### config.mk
export PLATFORM = sky130hd
export DESIGN_NAME = hub75_scan_engine
export DESIGN_NICKNAME = d
export VERILOG_FILES = /design/src/rtl/hub75_scan_engine.sv
export SDC_FILE = /design/constraint.sdc
export NUM_CORES = 1
export LEC_CHECK = 0
export BUFFER_PORTS_ARGS = -buffer_cell sky130_fd_sc_hd__buf_4
export CORE_UTILIZATION = 45
export CTS_BUF_LIST = sky130_fd_sc_hd__clkbuf_4
export DETAILED_ROUTE_END_ITERATION = 6
export PLACE_DENSITY = 0.65
export REMOVE_ABC_BUFFERS = 1
export SYNTH_ARGS = -nofsm -noshare
export SYNTH_HDL_FRONTEND = slang
export SYNTH_SLANG_ARGS = --single-unit
export TNS_END_PERCENT = 30
### constraint.sdc
create_clock -name clk -period 11.4 [get_ports clk]
set_clock_uncertainty 0.05 [all_clocks]
set_input_delay 1.14 -clock clk [delete_from_list [all_inputs] [get_ports clk]]
set_output_delay 1.14 -clock clk [all_outputs]
set_load 0.01 [all_outputs]
### src/rtl/hub75_scan_engine.sv
// hub75_scan_engine: HUB75 panel driver combining column shift, bit-plane
// display timing and row sequencing. It reads pixels from a memory that has
// one cycle of read latency.
// Optional feature macro: HUB75_SWAP_EN enables the double-buffer frame-swap
// handshake (i_swap_req / o_swap_ack). When it is undefined, buffer select is
// fixed at 0.
module hub75_scan_engine #(
  parameter int HPIXEL       = 64,
  parameter int VPIXEL       = 64,
  parameter int BPP          = 8,
  parameter int SEGMENTS     = 2,
  parameter int CLK_DIV_WD   = 8,
  parameter int BASE_WAIT_WD = 16,
  localparam int ROWS        = VPIXEL / SEGMENTS,
  localparam int ROW_WD      = (ROWS > 1) ? $clog2(ROWS) : 1,
  localparam int ADDR_WD     = $clog2(HPIXEL * ROWS) + 1
) (
  input  logic                        clk,
  input  logic                        rst,
  input  logic                        i_enable,
  input  logic [CLK_DIV_WD-1:0]       i_clk_div,
  input  logic [BASE_WAIT_WD-1:0]     i_base_wait,
  input  logic [7:0]                  i_blank,
  input  logic [7:0]                  i_brightness,
  input  logic                        i_swap_req,
  output logic [ADDR_WD-1:0]          o_rd_addr,
  input  logic [SEGMENTS*3*BPP-1:0]   i_rd_data,
  output logic                        O_CLK,
  output logic                        STB,
  output logic                        OE,
  output logic [ROW_WD-1:0]           o_row,
  output logic [SEGMENTS-1:0]         o_r,
  output logic [SEGMENTS-1:0]         o_g,
  output logic [SEGMENTS-1:0]         o_b,
  output logic                        o_frame_done,
  output logic                        o_swap_ack
);

  localparam int LA_WD  = ADDR_WD - 1;
  localparam int COL_WD = (HPIXEL > 1) ? $clog2(HPIXEL) : 1;
  localparam int BIT_WD = (BPP > 1) ? $clog2(BPP) : 1;
  localparam int OT_WD  = BASE_WAIT_WD + BPP + 8;
  localparam int DC_WD  = BASE_WAIT_WD + BPP;

  typedef enum logic [2:0] {
    S_IDLE, S_SHIFT, S_WAIT, S_BLANK_PRE, S_LATCH, S_BLANK_POST
  } state_t;

  state_t                  state;
  logic [CLK_DIV_WD-1:0]   div_r;
  logic [CLK_DIV_WD-1:0]   pcnt;
  logic [BASE_WAIT_WD-1:0] bw_r;
  logic [7:0]              blank_r;
  logic [7:0]              bright_r;
  logic [7:0]              blk_cnt;
  logic [COL_WD-1:0]       col;
  logic [BIT_WD-1:0]       bit_r;
  logic [ROW_WD-1:0]       row_r;
  logic                    buf_sel;
  logic [DC_WD-1:0]        disp_cnt;
  logic [DC_WD-1:0]        ontime_r;

  logic [CLK_DIV_WD-1:0]   div_eff;
  logic [7:0]              blank_eff;
  logic [OT_WD-1:0]        ot_full;
  logic [DC_WD-1:0]        ontime_calc;
  logic [DC_WD-1:0]        disp_dec;
  logic                    last_bit;
  logic                    last_row;
  logic [ROW_WD-1:0]       nrow;
  logic                    swap_now;
  logic                    enter_shift;
  logic [LA_WD-1:0]        addr_col_next;
  logic [LA_WD-1:0]        addr_row_start;
  logic [SEGMENTS-1:0]     px_r;
  logic [SEGMENTS-1:0]     px_g;
  logic [SEGMENTS-1:0]     px_b;

  // Select the current bit-plane for each segment and colour from the memory word.
  for (genvar s = 0; s < SEGMENTS; s++) begin : g_seg
    logic [BPP-1:0] r_pl, g_pl, b_pl;
    assign r_pl    = i_rd_data[s*3*BPP + 2*BPP +: BPP];
    assign g_pl    = i_rd_data[s*3*BPP + BPP   +: BPP];
    assign b_pl    = i_rd_data[s*3*BPP         +: BPP];
    assign px_r[s] = r_pl[bit_r];
    assign px_g[s] = g_pl[bit_r];
    assign px_b[s] = b_pl[bit_r];
  end

  // Clamp the runtime settings, compute the on-time, and determine the next plane.
  always_comb begin
    div_eff     = (i_clk_div < CLK_DIV_WD'(2)) ? CLK_DIV_WD'(2) : i_clk_div;
    blank_eff   = (i_blank == 8'd0) ? 8'd1 : i_blank;
    ot_full     = (OT_WD'(bw_r) << bit_r) * OT_WD'(bright_r);
    ontime_calc = DC_WD'(ot_full >> 8);
    disp_dec    = (disp_cnt == '0) ? '0 : disp_cnt - 1'b1;
    last_bit    = (bit_r == BIT_WD'(BPP - 1));
    last_row    = (row_r == ROW_WD'(ROWS - 1));
    nrow        = row_r;
    if (last_bit) nrow = last_row ? '0 : row_r + 1'b1;
`ifdef HUB75_SWAP_EN
    swap_now    = last_bit && last_row && i_swap_req;
`else
    swap_now    = 1'b0;
`endif
    enter_shift = i_enable &&
                  ((state == S_IDLE) || (state == S_BLANK_POST && blk_cnt == 8'd0));
    addr_col_next  = LA_WD'(int'(row_r) * HPIXEL + int'(col) + 1);
    addr_row_start = LA_WD'(int'(nrow) * HPIXEL);
  end

`ifndef HUB75_SWAP_EN
  logic unused_swap_req;
  assign unused_swap_req = i_swap_req;
`endif

  // Capture the timing settings each time a plane shift begins.
  always_ff @(posedge clk) begin
    if (rst) begin
      div_r    <= CLK_DIV_WD'(2);
      bw_r     <= '0;
      blank_r  <= 8'd1;
      bright_r <= '0;
    end else if (enter_shift) begin
      div_r    <= div_eff;
      bw_r     <= i_base_wait;
      blank_r  <= blank_eff;
      bright_r <= i_brightness;
    end
  end

  // Scan FSM. The display timer runs alongside the shift of the next plane.
  // o_rd_addr always holds the next column to fetch. Because of this, the data
  // for a column is already valid in low-phase cycle 0, and it is registered
  // out to the panel at the end of that cycle.
  always_ff @(posedge clk) begin
    if (rst) begin
      state        <= S_IDLE;
      O_CLK        <= 1'b0;
      STB          <= 1'b0;
      OE           <= 1'b1;
      o_row        <= '0;
      o_r          <= '0;
      o_g          <= '0;
      o_b          <= '0;
      o_rd_addr    <= '0;
      o_frame_done <= 1'b0;
      o_swap_ack   <= 1'b0;
      pcnt         <= '0;
      col          <= '0;
      bit_r        <= '0;
      row_r        <= '0;
      buf_sel      <= 1'b0;
      blk_cnt      <= '0;
      disp_cnt     <= '0;
      ontime_r     <= '0;
    end else begin
      o_frame_done <= 1'b0;
      o_swap_ack   <= 1'b0;
      STB          <= 1'b0;
      disp_cnt     <= disp_dec;
      OE           <= (disp_dec == '0);
      case (state)
        S_IDLE: begin
          O_CLK <= 1'b0;
          if (i_enable) state <= S_SHIFT;
        end
        S_SHIFT: begin
          if (!O_CLK && pcnt == '0) begin
            o_r <= px_r;
            o_g <= px_g;
            o_b <= px_b;
            if (col != COL_WD'(HPIXEL - 1)) o_rd_addr <= {buf_sel, addr_col_next};
          end
          if (pcnt == div_r - 1'b1) begin
            pcnt  <= '0;
            O_CLK <= ~O_CLK;
            if (O_CLK) begin
              if (col == COL_WD'(HPIXEL - 1)) state <= S_WAIT;
              else col <= col + 1'b1;
            end
          end else begin
            pcnt <= pcnt + 1'b1;
          end
        end
        S_WAIT: begin
          if (disp_cnt == '0) begin
            state   <= S_BLANK_PRE;
            blk_cnt <= blank_r - 8'd1;
          end
        end
        S_BLANK_PRE: begin
          if (blk_cnt == 8'd0) begin
            state    <= S_LATCH;
            STB      <= 1'b1;
            o_row    <= row_r;
            ontime_r <= ontime_calc;
          end else begin
            blk_cnt <= blk_cnt - 8'd1;
          end
        end
        S_LATCH: begin
          state     <= S_BLANK_POST;
          blk_cnt   <= blank_r - 8'd1;
          bit_r     <= last_bit ? '0 : bit_r + 1'b1;
          row_r     <= nrow;
          buf_sel   <= buf_sel ^ swap_now;
          o_rd_addr <= {buf_sel ^ swap_now, addr_row_start};
          if (last_bit && last_row) o_frame_done <= 1'b1;
          o_swap_ack <= swap_now;
        end
        S_BLANK_POST: begin
          if (blk_cnt == 8'd0) begin
            disp_cnt <= ontime_r;
            OE       <= (ontime_r == '0);
            state    <= i_enable ? S_SHIFT : S_IDLE;
          end else begin
            blk_cnt <= blk_cnt - 8'd1;
          end
        end
        default: state <= S_IDLE;
      endcase
      if (enter_shift) begin
        pcnt <= '0;
        col  <= '0;
      end
    end
  end

endmodule
# --- Word-level counts from Yosys, hierarchy flattened ---
# Cells that the tools add are included.
totals:
  wordCells: 128
  in_bits: 92
  reg_bits: 148
  output_inout_bits: 28
classes:
  n_shift: 1
  bitwise_logic: 4
  mul: 1
  n_reduce_logical: 27
  muxes: 42
  n_addsub: 10
  n_eq_ne: 20
  n_lt_le_gt_ge: 2
op_table:
  columns: ["op", "count"]
  rows:
  - ["$logic_not 24->1", 3]
  - ["$mux 24", 3]
  - ["$mux 8", 5]
  - ["$mul 32x8->32", 1]
  - ["$shl 16x3->32", 1]
  - ["$logic_not 8->1", 3]
  - ["$mux 12", 2]
  - ["$mux 3", 8]
  - ["$pmux 12 s2", 1]
  - ["$pmux 8 s3", 1]
  - ["$sub 24x1->24 const B", 1]
  - ["$sub 8x1->8 const B", 3]
  - ["$bmux 1 s3", 6]
  - ["$ne 2x2->1 const B", 9]
  - ["$pmux 3 s6", 1]
  - ["$mux 1", 12]
  - ["$add 11x1->11 const B", 1]
  - ["$add 11x6->11", 1]
  - ["$mux 5", 2]
  - ["$eq 3x3->1 const B", 3]
  - ["$add 8x1->8 const B", 1]
  - ["$eq 8x8->1", 1]
  - ["$lt 8x2->1 const B", 1]
  - ["$reduce_or 2->1", 4]
  - ["22 further kinds", 33]

# --- Longest topological paths before layout ---
logic_depth:
  word_depth: 5
  depth_mapped: 24
  ltp_nobuf: 22

# --- Worst setup path before layout ---
# No wires, ideal clock.
synth_path:
  path_type: "register to register"
  start: "register bit_r[0]"
  end: "register ontime_r[18]"
  path_buffers: 2
  period_less_slack_ns: 6.250
  arrival_ns: 6.078
  required_ns: 11.228
  stages_incl_launch_ff: 20
  setup_slack_ns: 5.150
  setup_time_ns: 0.122
  cell_sequence: "dfxtp_1 > buf_2 > buf_1 > mux4_2 > mux2i_1 > nor2b_1 > fa_1 > fa_1 > fa_1 > inv_1 > fa_1 > inv_1 > ha_1 > nand4_1 > a2111oi_0 > o221ai_1 > a31oi_1 > a21o_1 > nor4_1 > a311o_1"
synth_between:
  elab_chain_len: 2
synth_rtl:
  columns: ["item", "line_no", "source"]
  rows:
  - ["start: declaration", "57", "logic [BIT_WD-1:0] bit_r;"]
  - ["start signal: assignment", "205", "bit_r <= last_bit ? '0 : bit_r + 1'b1;"]
  - ["$shl 16x3->32", "94", "ot_full = (OT_WD'(bw_r) << bit_r) * OT_WD'(bright_r);"]
  - ["$mul 32x8->32", "94", null]
  - ["end signal: assignment", "197", "ontime_r <= ontime_calc;"]
  - ["end: declaration", "61", "logic [DC_WD-1:0] ontime_r;"]
# No other way between the ends.
# A chain may end at the register's enable or synchronous reset.

# --- Final worst setup path ---
# Ends and elaborated chain as after synthesis.

==> run summary <==
max incr delay on CP = 1.05 ns
Cell Area, Synth = 0.0138 mm²
CP Max Fanout = 38
Total Routing Usage GR = 0.225
Final Setup Violations = 0
vias = 12000
WP data required = 11.81 ns
most common cell after layout, fill and taps aside = nand2_1
multi-input logic area = 0.00986 mm²
ANT nets after route = 0
CTS tree = yes
Synth Register Bits = 147
CP delay by family, top = adder cells
I/O pins = 120
fillers = 2899
CP endpoint kind = flip-flop
Final Hold Vio Count = 0
register area share after synthesis = 0.214
register area = 0.00295 mm²
Root Buffer = clkbuf_4
Via density = 5.57
synth warn = 0
Rel. slew slack = 0.274
DR pass1 iterations = 7
Avg WL per Cell = 15.4 µm
worst-margin pin slew = 1.09 ns
Remaining Overflow, GRT = 0
die area = 0.0313 mm²
Clock Sinks = 147
Syn Area/Cell = 8.19 µm²
RSZ-0062 raised after global routing = no
Clock transition at path regs = 0.16 ns
worst vdd ir = 0.0000936 V
Final #Nets = 2021
CTS max path bufs = 2
first-pass GRT wire length = 57500 µm
Final Wtd Congestion = 0.865
Peak Freq = 134 MHz
Core Region = 0.0299 mm²
H-tree depth = 4
vias in the first global route = 12000
crit-path cells = inv_1 > o21ai_0 > mux2_2 > nand2_1 > fa_1 > inv_1 > fa_1 > fa_1 > inv_1 > fa_1 > inv_1 > ha_1 > nand4_1 > a2111oi_0 > o221ai_1 > a31oi_1 > a21o_1 > nor4_1 > a311o_1
TritonCTS buffer count = 17
most frequent cells in the layout = 245 x nand2_1, 165 x inv_1, 148 x a21oi_1
crit path setup slack, layout = 3.93 ns
DRC violations left = 0
port bufs = 116
setup_tns = 0 ns
# hold bufs at CTS = 0
DRT Wirelength = 33100 µm
effective utilization at floorplan = 0.461
CP bufs+invs = 4
data arrival time of the worst path = 7.88 ns
slowest stage cell on the critical path = dfxtp_2
status = complete, no violations
Synth cell types = 76
max cap viols = 0
Setup WS pre-CTS = 4.06 ns
Post CTS Setup Buffer Count = 0
die height = 177 µm
synth-to-layout area growth = 10.4%
Post-synth EDFFs = 0
minimum clock period = 7.47 ns
largest net degree at the start of global routing = 62
Final Cycle Share = 0.656
antenna violations before repair = 1
share of layout cells above drive strength 1 = 0.116
Synth Flop Type = dfxtp_1
worst hold path class = flip-flop to flip-flop
hpwl dp = 24800 µm
Die X = 177 µm
Worst R2R Setup Slack = 3.93 ns
leakage power = 6.70 nW
worst setup path class = flip-flop to flip-flop
Final Max Tran Viols = 0
Post-synth ARST share = 0
Starting DRT DRC Count = 807
post_cts resized = 0
clock latency on the worst-skew pair = 0.57 ns
num rows = 63
Worst Setup Start Kind = flip-flop
Cell Pwr Density = 116 mW/mm²
Cells after Synth = 1680
==> cell type report <==
| cell class | count | share of cell area |
|---|---|---|
| Antenna cell | 1 | 0.000165 |
| Multi-Input combinational cell | 1283 | 0.649 |
| Timing Repair Buffer | 127 | 0.0628 |
| Tap cell | 390 | 0.0321 |
| Inverter | 165 | 0.0408 |
| Sequential cell | 147 | 0.194 |
| Clock inverter | 15 | 0.0124 |
| Clock buffer | 17 | 0.00840 |
==> registers in the layout (all words and copies together), names as in the netlist, 8 cells and up <==
register / cells
blank_r: 8
blk_cnt: 8
bright_r: 8
bw_r: 16
disp_cnt: 24
div_r: 8
o_rd_addr: 11
ontime_r: 24
pcnt: 8
==> layer usage <==
layer / up-vias / wire length, µm / track usage
met4: 0 / 662 / 0.0711
met2: 284 / 15900 / 0.380
met1: 5810 / 15200 / 0.291
li1: 5817 / - / -
met5: - / 0 / 0.00641
met3: 41 / 1430 / 0.0378
==> cell usage after synthesis, drive strengths merged, types with 4 or more instances <==
cell       n  area share
nand2    245       0.067
inv      165       0.045
a21oi    148       0.054
dfxtp    147        0.21
fa       125        0.18
nor2      98       0.027
nor2b     95       0.043
clkbuf    73       0.020
ha        63       0.057
nand3     43       0.016
o21ai     41       0.015
and2      37       0.017
xor2      34       0.022
and3      30       0.014
mux2i     30       0.022
nor3      22      0.0088
mux4      20       0.033
nor4      19      0.0086
nand2b    18      0.0082
or3       18      0.0083
xnor2     17       0.011
a211oi    14      0.0076
a21o      14      0.0076
buf       13      0.0049
nand4     12      0.0055
a31oi     10      0.0045
o22ai     10      0.0045
a22oi      9      0.0049
o211ai     7      0.0038
or4        7      0.0044
and4       6      0.0038
mux2       6      0.0049
o2111ai    6      0.0038
a211o      5      0.0032
nor3b      5      0.0027
nor4b      5      0.0032
o41ai      5      0.0037
a311oi     4      0.0025
a41oi      4      0.0025
==> final timing paths <==
kind	from	endpoint	depth (start not counted)
worst max-delay path	bit_r[0]	ontime_r[18]	19
worst min-delay path	ontime_r[5]	disp_cnt[5]	2
worst max register to register	bit_r[0]	ontime_r[18]	19
worst min register to register	ontime_r[5]	disp_cnt[5]	2
==> worst reg2reg max path, delay by kind of cell, from the launching register on <==
kind                       cells  cell delay, ns
and+or+nand+nor                3            0.37
AOI/OAI and AO/OA              6            2.43
buffers and inverters          4            0.57
DFF                            1            1.05
muxes                          1            0.42
adders and majority gates      5            2.49
==> power breakdown <==
| group | internal, mW | leakage, nW | switching [mW] |
|---|---|---|---|
| Clock | 0.141 | 0.165 | 0.230 |
| Sequential | 0.578 | 1.20 | 0.0928 |
| Combinational | 0.303 | 5.33 | 0.417 |
| Total | 1.02 | 6.70 | 0.739 |
==> cells by family after synthesis <==
kind of cell               share of synthesized area
and+or+nand+nor                                0.246
AOI/OAI and AO/OA                              0.139
buffers and inverters                         0.0698
adders and majority gates                      0.239
DFF                                            0.214
muxes                                         0.0595
xor gates and xnor gates                      0.0325
other                                       0.000272
==> per-stage QoR <==
stage | instances | util | area [µm²] | hold WS [ns] | power (mW)
global placement | 2112 | 0.498 | 14900 | 0.395 | 1.39
floorplan | 1595 | - | 13400 | 0.384 | 1.19
global route | 2145 | 0.508 | 15200 | 0.437 | 1.90
CTS | 2144 | 0.508 | 15200 | 0.422 | 1.77
finish | 2145 | 0.508 | 15200 | 0.417 | 1.76
detailed placement | 2112 | 0.498 | 14900 | 0.402 | 1.40
No activity file was read; power rests on OpenSTA's default activity.
